## src/rtl/timestable_arbiter_if.sv

```systemverilog
// Bundle of requester handshakes and the shared timestable lookup port.
// slave is the arbiter side; master is the clients plus the timestable.
interface timestable_arbiter_if #(
    parameter int DATA_W = 3,
    parameter int RES_W  = 6
);
    logic              req0;
    logic [DATA_W-1:0] a0;
    logic [DATA_W-1:0] b0;
    logic              ack0;
    logic              res_valid0;
    logic              req1;
    logic [DATA_W-1:0] a1;
    logic [DATA_W-1:0] b1;
    logic              ack1;
    logic              res_valid1;
    logic [RES_W-1:0]  res_data;
    logic [DATA_W-1:0] tt_a;
    logic [DATA_W-1:0] tt_b;
    logic              tt_read;
    logic [RES_W-1:0]  tt_result;
    logic              busy;

    modport slave (
        input  req0, a0, b0, req1, a1, b1, tt_result,
        output ack0, res_valid0, ack1, res_valid1, res_data,
               tt_a, tt_b, tt_read, busy
    );

    modport master (
        output req0, a0, b0, req1, a1, b1, tt_result,
        input  ack0, res_valid0, ack1, res_valid1, res_data,
               tt_a, tt_b, tt_read, busy
    );
endinterface

```

## src/rtl/timestable_arbiter.sv

```systemverilog
// Round-robin arbiter that shares one timestable lookup between two requesters,
// waits the lookup's read latency and returns the product with a valid pulse.
module timestable_arbiter #(
    parameter int DATA_W = 3,
    parameter int RES_W  = 6,
    parameter int RD_LAT = 1
) (
    input logic                 clk,
    input logic                 rst,
    timestable_arbiter_if.slave bus
);

    localparam logic [1:0] IDLE  = 2'd0;
    localparam logic [1:0] ISSUE = 2'd1;
    localparam logic [1:0] WAIT  = 2'd2;

    localparam logic [1:0] CNT_INIT = 2'(RD_LAT - 1);

    logic [1:0]        state;
    logic [1:0]        cnt;
    logic              owner;
    logic              last;
    logic              grant_any;
    logic              grant_sel;
    logic [DATA_W-1:0] sel_a;
    logic [DATA_W-1:0] sel_b;

    // On a tie the requester that was not served last wins.
    always_comb begin
        grant_any = bus.req0 | bus.req1;
        grant_sel = 1'b0;
        if (bus.req0 && bus.req1) begin
            grant_sel = ~last;
        end else if (bus.req1) begin
            grant_sel = 1'b1;
        end
        sel_a = grant_sel ? bus.a1 : bus.a0;
        sel_b = grant_sel ? bus.b1 : bus.b0;
    end

    always_ff @(posedge clk) begin
        if (rst) begin
            state          <= IDLE;
            cnt            <= 2'd0;
            owner          <= 1'b0;
            last           <= 1'b1;
            bus.ack0       <= 1'b0;
            bus.ack1       <= 1'b0;
            bus.res_valid0 <= 1'b0;
            bus.res_valid1 <= 1'b0;
            bus.res_data   <= '0;
            bus.tt_a       <= '0;
            bus.tt_b       <= '0;
            bus.tt_read    <= 1'b0;
        end else begin
            case (state)
                IDLE: begin
                    bus.res_valid0 <= 1'b0;
                    bus.res_valid1 <= 1'b0;
                    if (grant_any) begin
                        bus.tt_a    <= sel_a;
                        bus.tt_b    <= sel_b;
                        bus.tt_read <= 1'b1;
                        bus.ack0    <= ~grant_sel;
                        bus.ack1    <= grant_sel;
                        owner       <= grant_sel;
                        last        <= grant_sel;
                        state       <= ISSUE;
                    end
                end
                ISSUE: begin
                    bus.tt_read <= 1'b0;
                    bus.ack0    <= 1'b0;
                    bus.ack1    <= 1'b0;
                    cnt         <= CNT_INIT;
                    state       <= WAIT;
                end
                WAIT: begin
                    if (cnt != 2'd0) begin
                        cnt <= cnt - 2'd1;
                    end else begin
                        bus.res_data   <= RES_W'(bus.tt_result);
                        bus.res_valid0 <= ~owner;
                        bus.res_valid1 <= owner;
                        state          <= IDLE;
                    end
                end
                default: begin
                    state <= IDLE;
                end
            endcase
        end
    end

    assign bus.busy = (state != IDLE);

endmodule

```

## src/flat_wrapper.sv

```systemverilog
// flat-port wrapper written by rule: the top's interface ports become plain ports
module timestable_arbiter_flat 
#(
    parameter int DATA_W = 3,
    parameter int RES_W  = 6,
    parameter int RD_LAT = 1
)
  (clk, rst, bus_req0, bus_a0, bus_b0, bus_req1, bus_a1, bus_b1, bus_tt_result, bus_ack0, bus_res_valid0, bus_ack1, bus_res_valid1, bus_res_data, bus_tt_a, bus_tt_b, bus_tt_read, bus_busy);
  timestable_arbiter_if #(.DATA_W(DATA_W), .RES_W(RES_W)) bus_i ();
  input logic clk;
  input logic rst;
  input wire logic [$bits(bus_i.req0)-1:0] bus_req0;
  input wire logic [$bits(bus_i.a0)-1:0] bus_a0;
  input wire logic [$bits(bus_i.b0)-1:0] bus_b0;
  input wire logic [$bits(bus_i.req1)-1:0] bus_req1;
  input wire logic [$bits(bus_i.a1)-1:0] bus_a1;
  input wire logic [$bits(bus_i.b1)-1:0] bus_b1;
  input wire logic [$bits(bus_i.tt_result)-1:0] bus_tt_result;
  output wire logic [$bits(bus_i.ack0)-1:0] bus_ack0;
  output wire logic [$bits(bus_i.res_valid0)-1:0] bus_res_valid0;
  output wire logic [$bits(bus_i.ack1)-1:0] bus_ack1;
  output wire logic [$bits(bus_i.res_valid1)-1:0] bus_res_valid1;
  output wire logic [$bits(bus_i.res_data)-1:0] bus_res_data;
  output wire logic [$bits(bus_i.tt_a)-1:0] bus_tt_a;
  output wire logic [$bits(bus_i.tt_b)-1:0] bus_tt_b;
  output wire logic [$bits(bus_i.tt_read)-1:0] bus_tt_read;
  output wire logic [$bits(bus_i.busy)-1:0] bus_busy;
  assign bus_i.req0 = bus_req0;
  assign bus_i.a0 = bus_a0;
  assign bus_i.b0 = bus_b0;
  assign bus_i.req1 = bus_req1;
  assign bus_i.a1 = bus_a1;
  assign bus_i.b1 = bus_b1;
  assign bus_i.tt_result = bus_tt_result;
  assign bus_ack0 = bus_i.ack0;
  assign bus_res_valid0 = bus_i.res_valid0;
  assign bus_ack1 = bus_i.ack1;
  assign bus_res_valid1 = bus_i.res_valid1;
  assign bus_res_data = bus_i.res_data;
  assign bus_tt_a = bus_i.tt_a;
  assign bus_tt_b = bus_i.tt_b;
  assign bus_tt_read = bus_i.tt_read;
  assign bus_busy = bus_i.busy;
  timestable_arbiter #(.DATA_W(DATA_W), .RES_W(RES_W), .RD_LAT(RD_LAT)) u_core (.clk(clk), .rst(rst), .bus(bus_i));
endmodule
```

## config.mk

```make
export PLATFORM = sky130hd
export DESIGN_NAME = timestable_arbiter_flat
export DESIGN_NICKNAME = d
export VERILOG_FILES = /design/src/rtl/timestable_arbiter_if.sv /design/src/rtl/timestable_arbiter.sv /design/src/flat_wrapper.sv
export SDC_FILE = /design/constraint.sdc
export NUM_CORES = 1
export LEC_CHECK = 0
export CELL_PAD_IN_SITES_DETAIL_PLACEMENT = 1
export CELL_PAD_IN_SITES_GLOBAL_PLACEMENT = 1
export CORE_MARGIN = 5
export CORE_UTILIZATION = 46
export CTS_CLUSTER_SIZE = 24
export DETAILED_ROUTE_END_ITERATION = 8
export DONT_BUFFER_PORTS = 1
export GPL_TIMING_DRIVEN = 0
export HOLD_SLACK_MARGIN = 0.06
export PLACE_DENSITY = 0.84
export REMOVE_ABC_BUFFERS = 1
export SYNTH_ARGS = -nofsm -noshare
export SYNTH_HDL_FRONTEND = slang
export SYNTH_SLANG_ARGS = --single-unit
export TNS_END_PERCENT = 10
```

## constraint.sdc

```tcl
create_clock -name clk -period 2.6 [get_ports clk]
set_clock_uncertainty 0.1 [all_clocks]
set_input_delay 0.13 -clock clk [delete_from_list [all_inputs] [get_ports clk]]
set_output_delay 0.13 -clock clk [all_outputs]
set_load 0.01 [all_outputs]
```

==> flow_summary_export.csv, run 1 <==
group,metric,value,unit
outcome,status,"complete, no violations",
power,p_leak,0.4568,nW
setup_path,r2r-end,"u_core.bus.tt_a[1]$_SDFFE_PP0P_",
die,ioPinCount,40,
final_layout,final_common_cell,"dfxtp_1",
setup_path,crit_required,2.76,ns
logic_synthesis,synth_top_flop_cell,"dfxtp_1",
setup_path,critPathLaunchType,"register",
drt,first_pass_iters,4,
timing,drv_slew,0,
flow_run,maxCapViolations,0,
grt,grt_pass1_wl,4919,µm
die,initial_core_util,46.83,%
logic_synthesis,synth_edf_count,0,
logic_synthesis,yosysWarningCount,0,
grt,grt_pass1_vias,1053,
clock_tree,cts_tree,"yes",
clock_tree,cts_sinks,23,
timing,worst_pin_slew,0.8034,ns
die,die_y,57.00,µm
die,coreArea,2170,µm²
final_layout,drive_gt1_share,4.286,%
setup_path,end_kind,"register",
logic_synthesis,netlist_area,1016,µm²
drt,drt_iter0_drc,21,
timing,finalSetupViolations,0,
setup_path,path_class,"register to register",
die,die_w,57.00,µm
clock_tree,clk_latency,0.31,ns
setup_path,startpoint,"u_core.state[1]$_SDFFE_PP0P_",
drt,drc,0,
logic_synthesis,netlist_instances,122,
grt,globalRouteTotalUtil,19.47,%
logic_synthesis,synth.yosys.seq_area_share,45.32,%
clock_tree,cts.repair.resized,0,
timing,grt_setup_unrepaired,"false",
logic_synthesis,syn_area_per_cell,8.328,µm²
place,placed_cells,143,
final_layout,fin_nets,165,
setup_path,worstSetupEndpoint,"u_core.bus.tt_a[1]$_SDFFE_PP0P_",
timing,timing.final.crit_period,2.176,ns
timing,maxSlewHeadroom,46.26,%
setup_path,reg2reg_depth,4,
final_layout,fill_cells,263,
final_layout,final_cells,168,
timing,timing.final.crit_share,83.71,%
timing,fmax,0.4595,GHz
final_layout,area_growth_syn_to_layout,22.91,%
drt,postRouteWirelength,3032,µm
place,dp_hpwl,1816,µm
drt,wl_per_cell,18.05,µm
setup_path,reg2reg_slack,0.42,ns
clock_tree,htree_levels,1,
clock_tree,cts_made_buffers,3,
final_layout,diodes,0,
timing,setup_tns,0,ns
die,dieArea,3248,µm²
logic_synthesis,yosysUniqueCellTypes,26,
setup_path,crit_arrival,2.34,ns
power,irDropWorstVdd,0.0003432,V
clock_tree,cts-root-buf,"clkbuf_4",
grt,antenna_found_initial,0,
drt,vias,979,
drt,postRouteAntennaNets,0,
logic_synthesis,async_reset_ff_share,0,%
setup_path,rr_startpoint,"u_core.state[1]$_SDFFE_PP0P_",
power,cellPowerDensity,547.8,nW/µm²
grt,grt_max_degree,23,
drt,viasPerCell,5.827,
clock_tree,cts_buffer_depth,2,
clock_tree,clk_pin_slew,0.13,ns
final_layout,mostFrequentLayoutCells,"23 x dfxtp_1, 21 x dlygate4sd3_1, 19 x nand3_1",
grt,grt-ovfl-total,0,
hold_path,hold_start,"bus_req0",
timing,hold_violations,0,
logic_synthesis,ys_seq_elements,23,
place,numPortBuffers,0,
setup_path,critPathMaxFanout,15,
place,globalplace.congestion,0.7112,
die,fp-row-count,17,
hold_path,holdCritPathClass,"primary input to register",
synth_stat cells (2+ instances only):
library cell	number	area, µm²
nand3b_1	2	15.01
o21bai_1	2	15.01
clkbuf_1	3	11.26
nor3b_1	2	15.01
nor2_1	4	15.01
o21ai_0	10	50.05
nor2b_1	4	25.02
inv_1	4	15.01
a21oi_1	14	70.07
ha_1	2	25.02
nand3_1	19	95.09
dfxtp_1	23	460.4
nand2_1	12	45.04
nand2b_1	4	25.02
a31oi_1	6	37.54
how the worst min path moves through the flow:
stage,to,cells past startpoint
after floorplan,u_core.bus.ack0$_SDFFE_PP0P_,1
after global placement,u_core.owner$_SDFFE_PP0P_,1
after detailed placement,u_core.cnt[0]$_SDFFE_PP0P_,1
after CTS,u_core.bus.ack0$_SDFFE_PP0P_,3
after global routing,u_core.bus.ack0$_SDFFE_PP0P_,3
final,u_core.bus.ack0$_SDFFE_PP0P_,3
metrics by stage:
step                setup slack, ns  hold slack [ns]  util [%]  area (µm²)  power (mW)
floorplan                     1.231          0.09907         -       975.9      0.4605
global placement             0.9860           0.1021     46.60        1011      0.4765
detailed placement           0.8857           0.1045     46.60        1011      0.4822
CTS                          0.4880          0.07339     57.55        1249      0.6872
global route                 0.2866          0.08523     57.55        1249      0.7220
finish                       0.4235          0.07755     57.55        1249      0.6840
critical path: stages (launching register included):
cell and delay [ns]:
dfxtp_1 0.70, or2_1 0.41, o21ai_0 0.15, a31oi_1 0.18, dlygate4sd3_1 0.59
state kept, by name (all words and copies together) (netlist names), 2 cells and up:
name                 count
u_core.bus.res_data      6
u_core.bus.tt_a          3
u_core.state             2
u_core.bus.tt_b          3
u_core.cnt               2
logic make-up (layout without fill, tap and decap cells):
logic type | after synthesis | in the layout | share of synthesized area [%]
buffers and inverters | 11 | 29 | 5.417
adders and majority gates | 2 | 2 | 2.463
AOI/OAI and AO/OA | 35 | 35 | 19.46
and+or+nand+nor | 51 | 51 | 27.34
DFF | 23 | 23 | 45.32
area by class of cell:
class | count | area [µm²] | share of cell area, %
Multi-Input combinational cell | 88 | 500.5 | 40.08
Clock inverter | 1 | 5.005 | 0.4008
Tap cell | 28 | 35.03 | 2.806
Clock buffer | 3 | 22.52 | 1.804
Timing Repair Buffer | 21 | 210.2 | 16.83
Inverter | 4 | 15.01 | 1.202
Sequential cell | 23 | 460.4 | 36.87
repair_timing:
action	CTS	global route
buffers inserted	0	0
hold buffers	21	0
hold endpoints to repair	23	0
per-layer routing:
metal	up-vias	GRT usage, %	share of wire, %
li1	469	-	-
met1	470	21.61	39
met2	32	34.09	52
met3	8	5.430	6.0
met4	0	9.272	2.5
met5	-	0	0
where the power goes:
group          internal [mW]  total [mW]  switching (mW)
Combinational         0.0525       0.106          0.0538
Sequential             0.375       0.406          0.0312
Clock                 0.0576       0.171           0.114
No activity file was read; power rests on OpenSTA's default activity.
==> run 2, diff against run 1 <==
CORE_UTILIZATION = 38   (was 46)
PLACE_DENSITY = 0.75   (was 0.84)
clock period = 1.9 ns   (was 2.6 ns; I/O delays follow)
==> run 2 against run 1 <==
Compared with the run above: final area increased by 2.6%; largest power group unchanged; utilization decreased by 6.8 points; flip-flop and latch count unchanged.
==> flow_summary_export.csv, run 2 (synthesis gave the netlist of run 1 again) <==
group,metric,value,unit
outcome,status,"complete, no violations",
hold_path,hold_start,"bus_tt_result[0]",
place,globalplace.congestion,0.7405,
die,initial_core_util,40.28,%
clock_tree,cts_made_buffers,3,
hold_path,holdCritPathClass,"primary input to register",
final_layout,drive_gt1_share,7.692,%
die,ioPinCount,40,
power,cellPowerDensity,740.0,nW/µm²
timing,drv_slew,0,
setup_path,reg2reg_depth,4,
drt,postRouteWirelength,3237,µm
die,die_y,61.71,µm
setup_path,crit_arrival,1.93,ns
die,die_w,61.71,µm
flow_run,maxCapViolations,0,
power,p_seq_share,58.9,%
grt,antenna_found_initial,0,
setup_path,rr_startpoint,"u_core.state[0]$_SDFFE_PP0P_",
drt,drt_iter0_drc,53,
final_layout,fill_cells,312,
final_layout,largest_register_ffs,6,
timing,fmax,0.5525,GHz
place,placed_cells,145,
power,netSwitchingFraction,29.70,%
final_layout,mostFrequentLayoutCells,"22 x dlygate4sd3_1, 21 x dfxtp_1, 19 x nand3_1",
grt,grt_pass1_wl,4947,µm
clock_tree,clk_latency,0.32,ns
timing,hold_violations,0,
clock_tree,cts_buffer_depth,2,
power,p_int,0.6666,mW
drt,drc,0,
hold_path,worstHoldPathCells,3,
clock_tree,cts_tree,"yes",
drt,viasPerCell,5.595,
final_layout,top_regs,"u_core.bus.res_data x6, u_core.bus.tt_a x3, u_core.bus.tt_b x3",
power,irDropWorstVdd,0.0006490,V
drt,vias,968,
timing,grt_setup_unrepaired,"false",
place,numPortBuffers,0,
setup_path,crit_buf_inv,2,
setup_path,crit_path_top_delay_cell,"dlygate4sd3_1",
hold_path,hold_end,"u_core.bus.res_data[0]$_SDFFE_PP0P_",
power,switchingPower,0.2816,mW
setup_path,path_delay_family,"buffers and inverters",
timing,whs,0.3608,ns
clock_tree,cts_sinks,23,
setup_path,path_class,"primary input to register",
grt,grt-ovfl-total,0,
timing,setup_tns,0,ns
grt,grt_pass1_vias,1058,
final_layout,area_growth_syn_to_layout,26.11,%
final_layout,final_common_cell,"dlygate4sd3_1",
final_layout,diodes,0,
clock_tree,clk_pin_slew,0.14,ns
die,coreArea,2522,µm²
timing,timing.final.crit_share,95.27,%
clock_tree,cts-root-buf,"clkbuf_4",
die,fp-row-count,18,
setup_path,critPathMaxFanout,22,
timing,timing.final.crit_period,1.810,ns
setup_path,crit_top_cell,"dlygate4sd3_1",
setup_path,slowest_delay,1.11,ns
final_layout,final_cells,173,
drt,first_pass_iters,4,
setup_path,crit_required,2.02,ns
power,p_leak,0.4621,nW
setup_path,critPathLaunchType,"primary input",
power,p_clk_share,25.1,%
grt,globalRouteTotalUtil,17.69,%
power,combPwrFrac,16.0,%
timing,worst_pin_slew,0.8765,ns
power,finalPower,0.9481,mW
final_layout,finish.utilization,50.79,%
grt,grt_max_degree,23,
timing,maxSlewHeadroom,41.37,%
setup_path,end_kind,"register",
place,dp_hpwl,1882,µm
final_layout,fin_nets,168,
timing,finalSetupViolations,0,
setup_path,r2r-end,"u_core.bus.ack1$_SDFFE_PP0P_",
drt,postRouteAntennaNets,0,
drt,wl_per_cell,18.71,µm
clock_tree,htree_levels,1,
die,dieArea,3808,µm²
setup_path,crit_chain,"dlygate4sd3_1, a21oi_1, dlygate4sd3_1",
final_layout,top_register,"u_core.bus.res_data",
setup_path,reg2reg_slack,0.13,ns
-- run 2: cell count changes in the layout (fill, tap and decap cells not counted) --
cell | previous run | this run
buf_4 | 0 | 2
dfxtp_1 | 23 | 21
dfxtp_2 | 0 | 2
dlygate4sd3_1 | 21 | 22
nor2b_1 | 4 | 3
nor2b_2 | 0 | 1
-- run 2: cell type report --
type	instances	area (µm²)	share of cell area [%]
Sequential cell	23	462.9	36.13
Multi-Input combinational cell	88	503.0	39.26
Timing Repair Buffer	24	235.2	18.36
Tap cell	30	37.54	2.930
Clock buffer	3	22.52	1.758
Clock inverter	1	5.005	0.3906
Inverter	4	15.01	1.172
-- run 2: how the worst max path moves through the flow --
| stage | cells after the start | from | end | slack, ns |
|---|---|---|---|---|
| finish | 3 | rst | u_core.bus.ack1$_SDFFE_PP0P_ | 0.09 |
| CTS | 4 | u_core.state[1]$_SDFFE_PP0P_ | u_core.bus.ack1$_SDFFE_PP0P_ | 0.03 |
| detailed placement | 3 | u_core.state[1]$_SDFFE_PP0P_ | u_core.bus.res_valid1$_SDFFE_PP0P_ | 0.19 |
| global route | 3 | rst | u_core.bus.ack1$_SDFFE_PP0P_ | 0.05 |
| global placement | 3 | u_core.state[1]$_SDFFE_PP0P_ | u_core.state[1]$_SDFFE_PP0P_ | 0.26 |
| floorplan | 3 | u_core.state[1]$_SDFFE_PP0P_ | u_core.bus.res_valid1$_SDFFE_PP0P_ | 0.53 |
-- run 2: layer usage --
| layer | routed length (µm) | GRT usage, % |
|---|---|---|
| met5 | 0 | 0 |
| met4 | 27 | 4.545 |
| met3 | 151 | 3.719 |
| met2 | 1722 | 32.59 |
| met1 | 1335 | 20.68 |
-- run 2: what timing repair did --
action | CTS | global route
resized for setup | 0 | 3
endpoints found under the hold margin | 23 | 0
endpoints found under the setup margin | 0 | 3
hold buffers | 22 | 0
setup buffers | 0 | 2
-- run 2: stage by stage --
step | cell area (µm²) | worst slack, ns
2_1_floorplan | 975.9 | 0.5312
3_3_place_gp | 1013 | 0.2634
3_5_place_dp | 1013 | 0.1889
4_1_cts | 1261 | 0.02578
5_1_grt | 1281 | 0.04823
6_report | 1281 | 0.08989
-- run 2: power groups by stage --
| stage | combinational, mW | clock [mW] | sequential, mW |
|---|---|---|---|
| final | 0.151 | 0.238 | 0.559 |
| after CTS | 0.138 | 0.237 | 0.557 |
| after global routing | 0.166 | 0.261 | 0.564 |
| after detailed placement | 0.0911 | 0 | 0.568 |
| after floorplan | 0.0739 | 0 | 0.556 |
| after global placement | 0.0879 | 0 | 0.566 |
-- run 2: worst register-to-register path: stages, from the launching register on --
cell and delay [ns]:
dfxtp_2 0.54, nor2_1 0.09, o21ai_0 0.22, a21oi_1 0.12, dlygate4sd3_1 0.60
